<file path="config.mk">
export PLATFORM = sky130hd
export DESIGN_NAME = sub_pipe_sat
export DESIGN_NICKNAME = d
export VERILOG_FILES = /design/src/rtl/sub_pipe_sat.sv
export SDC_FILE = /design/constraint.sdc
export NUM_CORES = 1
export LEC_CHECK = 0
export ABC_AREA = 1
export CORE_MARGIN = 2
export CORE_UTILIZATION = 35
export CTS_BUF_LIST = sky130_fd_sc_hd__clkbuf_8
export CTS_CLUSTER_SIZE = 14
export DETAILED_ROUTE_END_ITERATION = 7
export PLACE_DENSITY = 0.66
export REMOVE_ABC_BUFFERS = 1
export SLEW_MARGIN = 0
export SYNTH_ARGS = -nofsm -noshare
export SYNTH_HDL_FRONTEND = slang
export SYNTH_SLANG_ARGS = --single-unit
</file>
<file path="constraint.sdc">
create_clock -name clk -period 4.87 [get_ports clk]
set_input_delay 0.7305 -clock clk [delete_from_list [all_inputs] [get_ports clk]]
set_output_delay 0.7305 -clock clk [all_outputs]
set_load 0.01 [all_outputs]
</file>
<file path="src/rtl/sub_pipe_sat.sv">
// sub_pipe_sat: pipelined subtractor with borrow-in/borrow-out, valid/ready
// flow control and a per-operation wrap / unsigned-saturate / signed-saturate
// mode. The borrow chain is cut into CHUNK-bit slices, and one slice is
// resolved per stage. Stage 0 resolves its slice directly from the input
// operands. Every stage then registers its result, so the last register set is
// the output register. The latency is therefore NSTAGE = ceil(WIDTH/CHUNK)
// cycles, and the block accepts one new operation per cycle.
//
// Ports:
//   clk        clock, all state updates on the rising edge
//   rst        synchronous active-high reset; drops every in-flight result
//   in_valid   operand set present
//   in_ready   block accepts operands this cycle (combinational)
//   a, b, bi   minuend, subtrahend, borrow-in: raw = a - b - bi
//   mode       00 wrap, 01 unsigned saturate, 10 signed saturate, 11 wrap
//   out_valid  result present
//   out_ready  downstream accepts the result
//   diff       result after mode handling
//   bo         raw borrow-out of the unsigned subtraction
//   ovf        signed overflow of the raw subtraction
//   sat        diff was clamped for this result
module sub_pipe_sat #(
  parameter int WIDTH = 16,
  parameter int CHUNK = 8
) (
  input  logic             clk,
  input  logic             rst,
  input  logic             in_valid,
  output logic             in_ready,
  input  logic [WIDTH-1:0] a,
  input  logic [WIDTH-1:0] b,
  input  logic             bi,
  input  logic [1:0]       mode,
  output logic             out_valid,
  input  logic             out_ready,
  output logic [WIDTH-1:0] diff,
  output logic             bo,
  output logic             ovf,
  output logic             sat
);

  localparam int NSTAGE = (WIDTH + CHUNK - 1) / CHUNK;
  // Inter-stage register sets; a single-stage pipe needs none, but the array
  // keeps one dummy entry so that it never has zero size.
  localparam int NREG   = (NSTAGE > 1) ? NSTAGE - 1 : 1;
  localparam int MSB    = WIDTH - 1;

  typedef enum logic [1:0] {
    MODE_WRAP  = 2'b00,
    MODE_USAT  = 2'b01,
    MODE_SSAT  = 2'b10,
    MODE_WRAP3 = 2'b11
  } mode_e;

  // Registers between stage k and stage k+1.
  logic [WIDTH-1:0] pa  [NREG];
  logic [WIDTH-1:0] pb  [NREG];
  logic [WIDTH-1:0] pd  [NREG];
  logic             pbr [NREG];
  logic [1:0]       pm  [NREG];
  logic             pv  [NREG];

  // Inputs seen by stage k: the ports for stage 0, and the registers otherwise.
  logic [WIDTH-1:0] sa  [NSTAGE];
  logic [WIDTH-1:0] sb  [NSTAGE];
  logic [WIDTH-1:0] sd  [NSTAGE];
  logic             sbr [NSTAGE];
  logic [1:0]       sm  [NSTAGE];
  logic             sv  [NSTAGE];

  // Stage k outputs: difference bits resolved so far, and the outgoing borrow.
  logic [WIDTH-1:0] nd  [NSTAGE];
  logic             nbr [NSTAGE];

  logic             adv;
  logic [WIDTH-1:0] raw;
  logic             a_msb;
  logic             b_msb;
  logic             fin_ovf;
  logic [WIDTH-1:0] fin_diff;
  logic             fin_sat;

  // The whole pipe moves as one shift register. It stalls only when a result
  // is waiting that the consumer has not taken.
  assign adv      = out_ready | ~out_valid;
  assign in_ready = adv;

  always_comb begin
    sa[0]  = a;
    sb[0]  = b;
    sd[0]  = '0;
    sbr[0] = bi;
    sm[0]  = mode;
    sv[0]  = in_valid;
    for (int k = 1; k < NSTAGE; k++) begin
      sa[k]  = pa[k-1];
      sb[k]  = pb[k-1];
      sd[k]  = pd[k-1];
      sbr[k] = pbr[k-1];
      sm[k]  = pm[k-1];
      sv[k]  = pv[k-1];
    end

    // Ripple the borrow through this stage's slice only. Bits above WIDTH
    // never enter the loop, so the last slice is truncated automatically.
    // NOTE: blocking assignments here so that nbr[k] carries bit to bit within
    // one evaluation; every output gets a default first so no latch is
    // inferred.
    for (int k = 0; k < NSTAGE; k++) begin
      nd[k]  = sd[k];
      nbr[k] = sbr[k];
      for (int i = 0; i < WIDTH; i++) begin
        if (i >= k * CHUNK && i < (k + 1) * CHUNK) begin
          nd[k][i] = sa[k][i] ^ sb[k][i] ^ nbr[k];
          nbr[k]   = (~sa[k][i] & sb[k][i]) | (~(sa[k][i] ^ sb[k][i]) & nbr[k]);
        end
      end
    end
  end

  // Mode handling on the fully resolved difference, in the last stage.
  always_comb begin
    raw      = nd[NSTAGE-1];
    a_msb    = sa[NSTAGE-1][MSB];
    b_msb    = sb[NSTAGE-1][MSB];
    // A signed overflow is possible only when the operand signs differ, and it
    // shows up as a result whose sign disagrees with the minuend.
    fin_ovf  = (a_msb != b_msb) && (raw[MSB] != a_msb);
    fin_diff = raw;
    fin_sat  = 1'b0;
    case (mode_e'(sm[NSTAGE-1]))
      MODE_USAT: begin
        if (nbr[NSTAGE-1]) begin
          fin_diff = '0;
          fin_sat  = 1'b1;
        end
      end
      MODE_SSAT: begin
        if (fin_ovf) begin
          // Non-negative minuend overflowed upward: clamp to max positive.
          fin_diff = a_msb ? {1'b1, {MSB{1'b0}}} : {1'b0, {MSB{1'b1}}};
          fin_sat  = 1'b1;
        end
      end
      default: ;
    endcase
  end

  // Control state: valid bits and the visible outputs are cleared by reset.
  always_ff @(posedge clk) begin
    if (rst) begin
      out_valid <= 1'b0;
      diff      <= '0;
      bo        <= 1'b0;
      ovf       <= 1'b0;
      sat       <= 1'b0;
      for (int k = 0; k < NREG; k++) pv[k] <= 1'b0;
    end else if (adv) begin
      out_valid <= sv[NSTAGE-1];
      // Load only on a real result, so that the outputs keep their last value
      // while bubbles pass through.
      if (sv[NSTAGE-1]) begin
        diff <= fin_diff;
        bo   <= nbr[NSTAGE-1];
        ovf  <= fin_ovf;
        sat  <= fin_sat;
      end
      for (int k = 0; k < NSTAGE - 1; k++) pv[k] <= sv[k];
    end
  end

  // NOTE: the internal datapath registers have no reset. They are only
  // observed behind a set valid bit, so reset would add fan-out and buy
  // nothing.
  always_ff @(posedge clk) begin
    if (adv) begin
      for (int k = 0; k < NSTAGE - 1; k++) begin
        pa[k]  <= sa[k];
        pb[k]  <= sb[k];
        pd[k]  <= nd[k];
        pbr[k] <= nbr[k];
        pm[k]  <= sm[k];
      end
    end
  end

endmodule

</file>
==> out/summary.log, run 1 <==
[outcome] run status finished, final reports clean
[final_layout] sequential standard cell area 1240 µm²
[floorplan] I/O pin total 60
[critical_path] most repeated library cell on the critical path fa_1
[cts] CTS tree built
[yosys] Yosys top cell area share 34.4%
[cts] Num Clock Sinks 48
[yosys] number of warnings reported in the yosys synthesis log 0
[hold_path] worst hold path class reg2reg
[critical_path] endpoint kind of the worst setup timing path flop
[yosys] part of the Yosys area used for sequential elements 50.7%
[drt] DRC viols 0
[floorplan] number of rows created at floorplan 30
[cts] maximum level of the CTS H-tree 2
[global_routing] Remaining Overflow, GRT 0
[yosys] library cells used by synthesis 21
[drt] length of the first detailed-routing pass in iterations 4
[floorplan] height of the die 87.6 µm
[final_layout] number of nets in the layout 367
[global_routing] initial antenna violation count 0
[timing] post-layout min period 4.62 ns
[final_layout] area of combinational cells with multiple inputs 913 µm²
[critical_path] CP Cell Sequence inv_1, fa_1, inv_1, fa_1, fa_1, fa_1, fa_1, fa_1, fa_1, inv_1, fa_2, nand2_2, nand4_4, nand2_1, nand3_1, a21oi_1
[timing] number of pins exceeding their max-slew limit in the final report 0
[cts] worst-skew pair later-pin latency 0.29 ns
[cts] maximum clock path buffer count 2
[yosys] ranking of synthesized cells by area edfxtp_1, dfxtp_1, fa_1, nand2_1, inv_1
[timing] Hold Violations, Final 0
[drt] via/cell ratio 4.33
[power_and_ir_drop] power density over the cells 317 nW/µm²
[timing] unrepaired setup endpoints after global routing yes
[timing] worst relative slew slack 52.6%
[run] max_cap viols 0
[timing] sum of negative setup slack 0 ns
[yosys] Synth async-reset ratio 0%
[global_routing] global-route wire length before repair 7.27 mm
[power_and_ir_drop] Flop pwr share 48.5%
[drt] remaining antenna violation count 0
[final_layout] number of antenna cells inserted 0
[global_routing] number of global-route vias before repair 1638
[global_routing] gr usage total 12.3%
[timing] Post-Route Skew 0.00681 ns
[power_and_ir_drop] leakage power of the design 1.41 nW
[global_routing] maximum number of pins on one net before global-route repair 29
[yosys] total of flip-flops plus latches after synthesis 48
[critical_path] CP required 5.08 ns
[timing] Worst Tran Pin Value 0.709 ns
[placement] Detail Placement HPWL 3.15 mm
[timing] Achievable Freq 0.217 GHz
[yosys] instance count of the mapped netlist 247
[critical_path] largest stage delay on the critical path 0.47 ns
[yosys] EDFF count, synth 28
[timing] share of the clock period used by the worst path 94.8%
[critical_path] startpoint type of the worst setup path flop
[yosys] area of the mapped netlist 2450 µm²
[placement] RePlAce Congestion 0.693
[drt] via count 1754
[floorplan] effective utilization at floorplan 36.0%
[power_and_ir_drop] Peak supply drop 0.148 mV
[power_and_ir_drop] fraction of power spent switching nets 27.4%
[timing] final setup violation count 0
[drt] average wire length per cell after detail routing 11.1 µm
[yosys] top cell types by occurrence after synthesis nand2_1, inv_1, edfxtp_1
[cts] Clock Pin Slew Worst Setup and Hold Paths 0.08 ns
[critical_path] WS Path Type reg2reg
[yosys] mean post-synth cell area 9.91 µm²
[cts] clock buffers created by TritonCTS 5
[drt] DRT Wirelength 4.49 mm
[floorplan] x dimension of the die 87.6 µm
[power_and_ir_drop] Int Power 738 µW
[final_layout] number of filler cells placed in the layout 623
[critical_path] worst endpoint data arrival time 4.83 ns
[cts] clk root buf clkbuf_8
[yosys] top_reg_cell synth edfxtp_1
[yosys] cell with the most instances after synthesis nand2_1
[placement] number of buffer cells added on primary ports 59
[power_and_ir_drop] switching power 278 µW
[critical_path] library cell contributing the largest single delay on the critical path fa_2
[final_layout] fraction of layout cells with a size suffix above 1 6.47%
[timing] worst hold-check slack 0.467 ns
[floorplan] Die Area 7680 µm²
[floorplan] core box area 6790 µm²
[yosys] dominant cell type by area after synthesis edfxtp_1
[final_layout] layout overhead on the synthesized area 30.8%
[power_and_ir_drop] share of power burned in the clock network 27.5%
[drt] DRC violation total after the first TritonRoute iteration 69
[power_and_ir_drop] combinational fraction of design power 24.0%
[critical_path] Max Fanout on Critical Path 16
[final_layout] final core occ 47.1%
-- metrics by stage --
step / instance area (µm²) / worst slack, ns / total power [mW] / std cells
after global routing: 3200 / -0.0204 / 1.08 / 405
final: 3200 / 0.253 / 1.02 / 405
after CTS: 3200 / 0.168 / 1.03 / 405
after floorplan: 2360 / 0.558 / 0.648 / 239
after global placement: 3090 / 0.192 / 0.738 / 397
after detailed placement: 3090 / 0.113 / 0.750 / 397
-- per-layer routing --
layer  share of wire [%]  wire length, µm  global-route usage [%]  vias up
li1                    -                -                       -      879
met1                  44             1960                    14.3      837
met2                  52             2340                    22.4       36
met3                 3.8              172                    3.30        2
met4                0.33               15                    2.94        0
met5                   0                0                       0        -
-- cell type report --
| class | instances | area share (%) |
|---|---|---|
| Timing Repair Buffer | 62 | 19.2 |
| Tap cell | 96 | 3.75 |
| Clock buffer | 5 | 2.15 |
| Clock inverter | 3 | 1.17 |
| Inverter | 55 | 6.45 |
| Sequential cell | 48 | 38.8 |
| Multi-Input combinational cell | 136 | 28.5 |
-- power groups by stage --
stage	clock, mW	combinational (mW)	sequential (mW)
detailed placement	0	0.247	0.503
global route	0.303	0.282	0.498
floorplan	0	0.144	0.504
global placement	0	0.238	0.501
finish	0.279	0.244	0.493
CTS	0.288	0.248	0.493
-- critical path: cells and delay by family (launching register included) --
kind	cells	cell delay (ns)
AOI/OAI and AO/OA	1	0.12
buffers and inverters	3	0.24
adders and majority gates	8	3.19
and+or+nand+nor	4	0.61
DFF	1	0.37
-- cells by family (layout without fill, tap and decap cells) --
group | Yosys count | count (layout) | share of synthesized area, %
adder cells (fa/ha/maj) | 20 | 20 | 15.4
AND/OR/NAND/NOR | 91 | 91 | 16.1
buffers and inverters | 63 | 125 | 12.1
AO/OA/AOI/OAI | 25 | 25 | 5.67
flip-flops | 48 | 48 | 50.7
-- registers in the layout (all words and copies together), names as in the netlist --
register	flops
out_valid	1
bo	1
pb	8
pm	2
sat	1
pbr	1
diff	16
pv	1
pa	8
pd	8
ovf	1
-- worst paths after layout --
path	startpoint	to	slack [ns]	cells after the start
setup / recovery	pa[0][8]$_DFFE_PN_	diff[1]$_SDFFE_PP0P_	0.25	16
setup reg to reg	pa[0][8]$_DFFE_PN_	diff[1]$_SDFFE_PP0P_	0.25	16
hold / removal	diff[6]$_SDFFE_PP0P_	diff[6]$_SDFFE_PP0P_	0.47	2
hold reg to reg	diff[6]$_SDFFE_PP0P_	diff[6]$_SDFFE_PP0P_	0.47	2
-- timing repair --
item | in CTS | in global routing
hold buffers | 0 | 0
buffers inserted | 0 | 0
setup endpoints to repair | 0 | 10
gates resized for setup | 0 | 1
-- placed cells by master, fill, tap and decap left out, types with 2 or more instances in the layout --
| cell type | count |
|---|---|
| nand2_2 | 3 |
| o21ai_0 | 3 |
| dfxtp_1 | 20 |
| inv_2 | 3 |
| fa_1 | 16 |
| o21ai_1 | 2 |
| nand2_1 | 64 |
| edfxtp_1 | 28 |
| a31oi_1 | 2 |
| nor2_2 | 2 |
| clkdlybuf4s50_1 | 59 |
| nand3_1 | 18 |
| clkbuf_8 | 5 |
| clkinv_1 | 2 |
| nor2_1 | 3 |
| ha_1 | 3 |
| a21oi_1 | 17 |
| inv_1 | 52 |
| buf_4 | 3 |
(Power assumes the default switching activity.)
==> inputs of run 2 (changes only) <==
CORE_ASPECT_RATIO = 2   (was not set)
==> run 2 against run 1 <==
Against the previous run:
- sequential power barely moved
- sequential share of layout area decreased by 0.23 points
- total power up 3.9%
- utilization about the same
- non-clock buffer count decreased by 2
- critical path depth did not move
- sequential cell count did not move
- routed wire length rose by 4.0%
- largest cell class unchanged
- largest power group unchanged
- highest routed layer unchanged
==> out/summary.log, run 2 (same netlist as run 1, synthesis figures left out) <==
[outcome] run status finished, final reports clean
[critical_path] WS Path Type reg2reg
[cts] clock buffers created by TritonCTS 5
[final_layout] area of combinational cells with multiple inputs 935 µm²
[final_layout] commonest cells after routing, fill and taps aside nand2_1, clkdlybuf4s50_1, inv_1
[hold_path] hold path endpoint diff[3]$_SDFFE_PP0P_
[final_layout] final core occ 47.1%
[power_and_ir_drop] fraction of power spent switching nets 27.2%
[drt] average wire length per cell after detail routing 11.7 µm
[power_and_ir_drop] switching power 287 µW
[timing] Achievable Freq 0.217 GHz
[hold_path] cell depth of the worst hold path 2
[final_layout] number of flip-flops in the largest register 16
[cts] worst-skew pair later-pin latency 0.31 ns
[global_routing] initial antenna violation count 0
[placement] Detail Placement HPWL 3.41 mm
[floorplan] effective utilization at floorplan 35.8%
[drt] via/cell ratio 4.50
[floorplan] x dimension of the die 63.1 µm
[power_and_ir_drop] leakage power of the design 1.42 nW
[placement] setup slack after placement 0.0672 ns
[critical_path] startpoint type of the worst setup path flop
[cts] hold_buf cts 0
[drt] DRC violation total after the first TritonRoute iteration 77
[final_layout] layout overhead on the synthesized area 31.5%
[global_routing] global-route wire length before repair 7.71 mm
[timing] Hold Violations, Final 0
[final_layout] leading cell type in the layout, fill and taps excluded nand2_1
[power_and_ir_drop] Int Power 769 µW
[timing] Worst Tran Pin Value 0.866 ns
[timing] worst relative slew slack 42.2%
[final_layout] number of filler cells placed in the layout 674
[global_routing] number of global-route vias before repair 1848
[floorplan] number of rows created at floorplan 43
[critical_path] r2r startpoint pa[0][8]$_DFFE_PN_
[timing] unrepaired setup endpoints after global routing no
[hold_path] worst hold path class reg2reg
[timing] final setup violation count 0
[timing] sum of negative setup slack 0 ns
[timing] post-layout min period 4.60 ns
[cts] maximum clock path buffer count 2
[floorplan] Die Area 7720 µm²
[timing] Post-Route Skew 0.00984 ns
[floorplan] I/O pin total 60
[timing] number of pins exceeding their max-slew limit in the final report 0
[critical_path] worst-case reg-to-reg path depth 16
[critical_path] endpoint of the lowest-slack register-to-register path diff[1]$_SDFFE_PP0P_
[run] max_cap viols 0
[final_layout] sequential standard cell area 1240 µm²
[final_layout] top register by number of flip-flops diff
[floorplan] height of the die 122 µm
[cts] Num Clock Sinks 48
[timing] share of the clock period used by the worst path 94.5%
[power_and_ir_drop] Peak supply drop 0.170 mV
[drt] DRC viols 0
[cts] clk root buf clkbuf_8
[hold_path] startpoint of the most critical hold path diff[3]$_SDFFE_PP0P_
[power_and_ir_drop] share of power burned in the clock network 29.8%
[critical_path] worst endpoint data arrival time 4.83 ns
[critical_path] Max Fanout on Critical Path 15
[global_routing] gr usage total 12.6%
[power_and_ir_drop] Flop pwr share 46.7%
[timing] setup slack after layout 0.266 ns
[final_layout] fraction of layout cells with a size suffix above 1 6.82%
[placement] number of buffer cells added on primary ports 59
[global_routing] maximum number of pins on one net before global-route repair 28
[drt] DRT Wirelength 4.67 mm
[power_and_ir_drop] power density over the cells 328 nW/µm²
[power_and_ir_drop] combinational fraction of design power 23.5%
[drt] via count 1790
[critical_path] endpoint kind of the worst setup timing path flop
[critical_path] Worst R2R Setup Slack 0.27 ns
[drt] remaining antenna violation count 0
[cts] CTS tree built
[global_routing] Remaining Overflow, GRT 0
[floorplan] core box area 6830 µm²
[cts] maximum level of the CTS H-tree 2
[cts] setup bufs post-CTS 0
[critical_path] CP required 5.10 ns
[placement] RePlAce Congestion 0.771
[final_layout] number of nets in the layout 366
[final_layout] number of antenna cells inserted 0
[timing] worst hold-check slack 0.474 ns
[drt] length of the first detailed-routing pass in iterations 4
[cts] Clock Pin Slew Worst Setup and Hold Paths 0.09 ns
## run 2: cell types whose count changed in the layout (fill, tap and decap cells not counted), sizes merged
cell	change
nand4	+1
buf	-2
clkinv	-2
clkbuf	+2
## run 2: worst max-delay path, cell delays in order (launching register included)
cell	delay, ns
edfxtp_1	0.37
inv_1	0.07
fa_1	0.16
inv_1	0.05
fa_1	0.41
fa_1	0.43
fa_1	0.43
fa_1	0.43
fa_1	0.43
fa_1	0.41
inv_1	0.11
fa_1	0.47
nand3_1	0.13
nand2_2	0.20
nand2_1	0.14
nand3_1	0.10
a21oi_1	0.18
## run 2: timing repair
item                                   in CTS  in global routing
endpoints found under the hold margin       0                  0
setup endpoints to repair                   0                 15
resized for setup                           0                  2
## run 2: how the worst max path moves through the flow
stage / from / depth (start not counted) / endpoint / slack, ns
after floorplan: pa[0][8]$_DFFE_PN_ / 16 / diff[0]$_SDFFE_PP0P_ / 0.56
after global placement: a[0] / 11 / pd[0][7]$_DFFE_PN_ / 0.18
after detailed placement: pa[0][8]$_DFFE_PN_ / 16 / diff[1]$_SDFFE_PP0P_ / 0.07
after CTS: pa[0][8]$_DFFE_PN_ / 16 / diff[1]$_SDFFE_PP0P_ / 0.04
after global routing: pa[0][8]$_DFFE_PN_ / 16 / diff[1]$_SDFFE_PP0P_ / 0.003
final: pa[0][8]$_DFFE_PN_ / 16 / diff[1]$_SDFFE_PP0P_ / 0.27
## run 2: power by group through the flow
stage	registers, mW	clock network (mW)	logic (mW)
after floorplan	0.504	0	0.144
after global placement	0.501	0	0.232
after detailed placement	0.503	0	0.243
after CTS	0.494	0.321	0.244
after global routing	0.499	0.339	0.285
final	0.493	0.314	0.249
## run 2: through the flow
| step | cells | cell area [µm²] | power (mW) |
|---|---|---|---|
| floorplan | 239 | 2360 | 0.648 |
| global placement | 389 | 3070 | 0.734 |
| detailed placement | 389 | 3070 | 0.746 |
| CTS | 397 | 3200 | 1.06 |
| global route | 398 | 3220 | 1.12 |
| finish | 398 | 3220 | 1.06 |
## run 2: per-layer routing
metal  vias up  GRT usage (%)  wire length (µm)
met5         -              0                 0
met3         8           3.02               250
li1        880              -                 -
met1       842           13.8              1920
met4         0           5.14                90
met2        60           23.1              2410
## run 2: area by class of cell
type | count | area share (%)
Timing Repair Buffer | 60 | 18.6
Multi-Input combinational cell | 137 | 29.0
Tap cell | 90 | 3.50
Sequential cell | 48 | 38.6
Clock buffer | 7 | 2.99
Inverter | 55 | 6.41
Clock inverter | 1 | 0.933
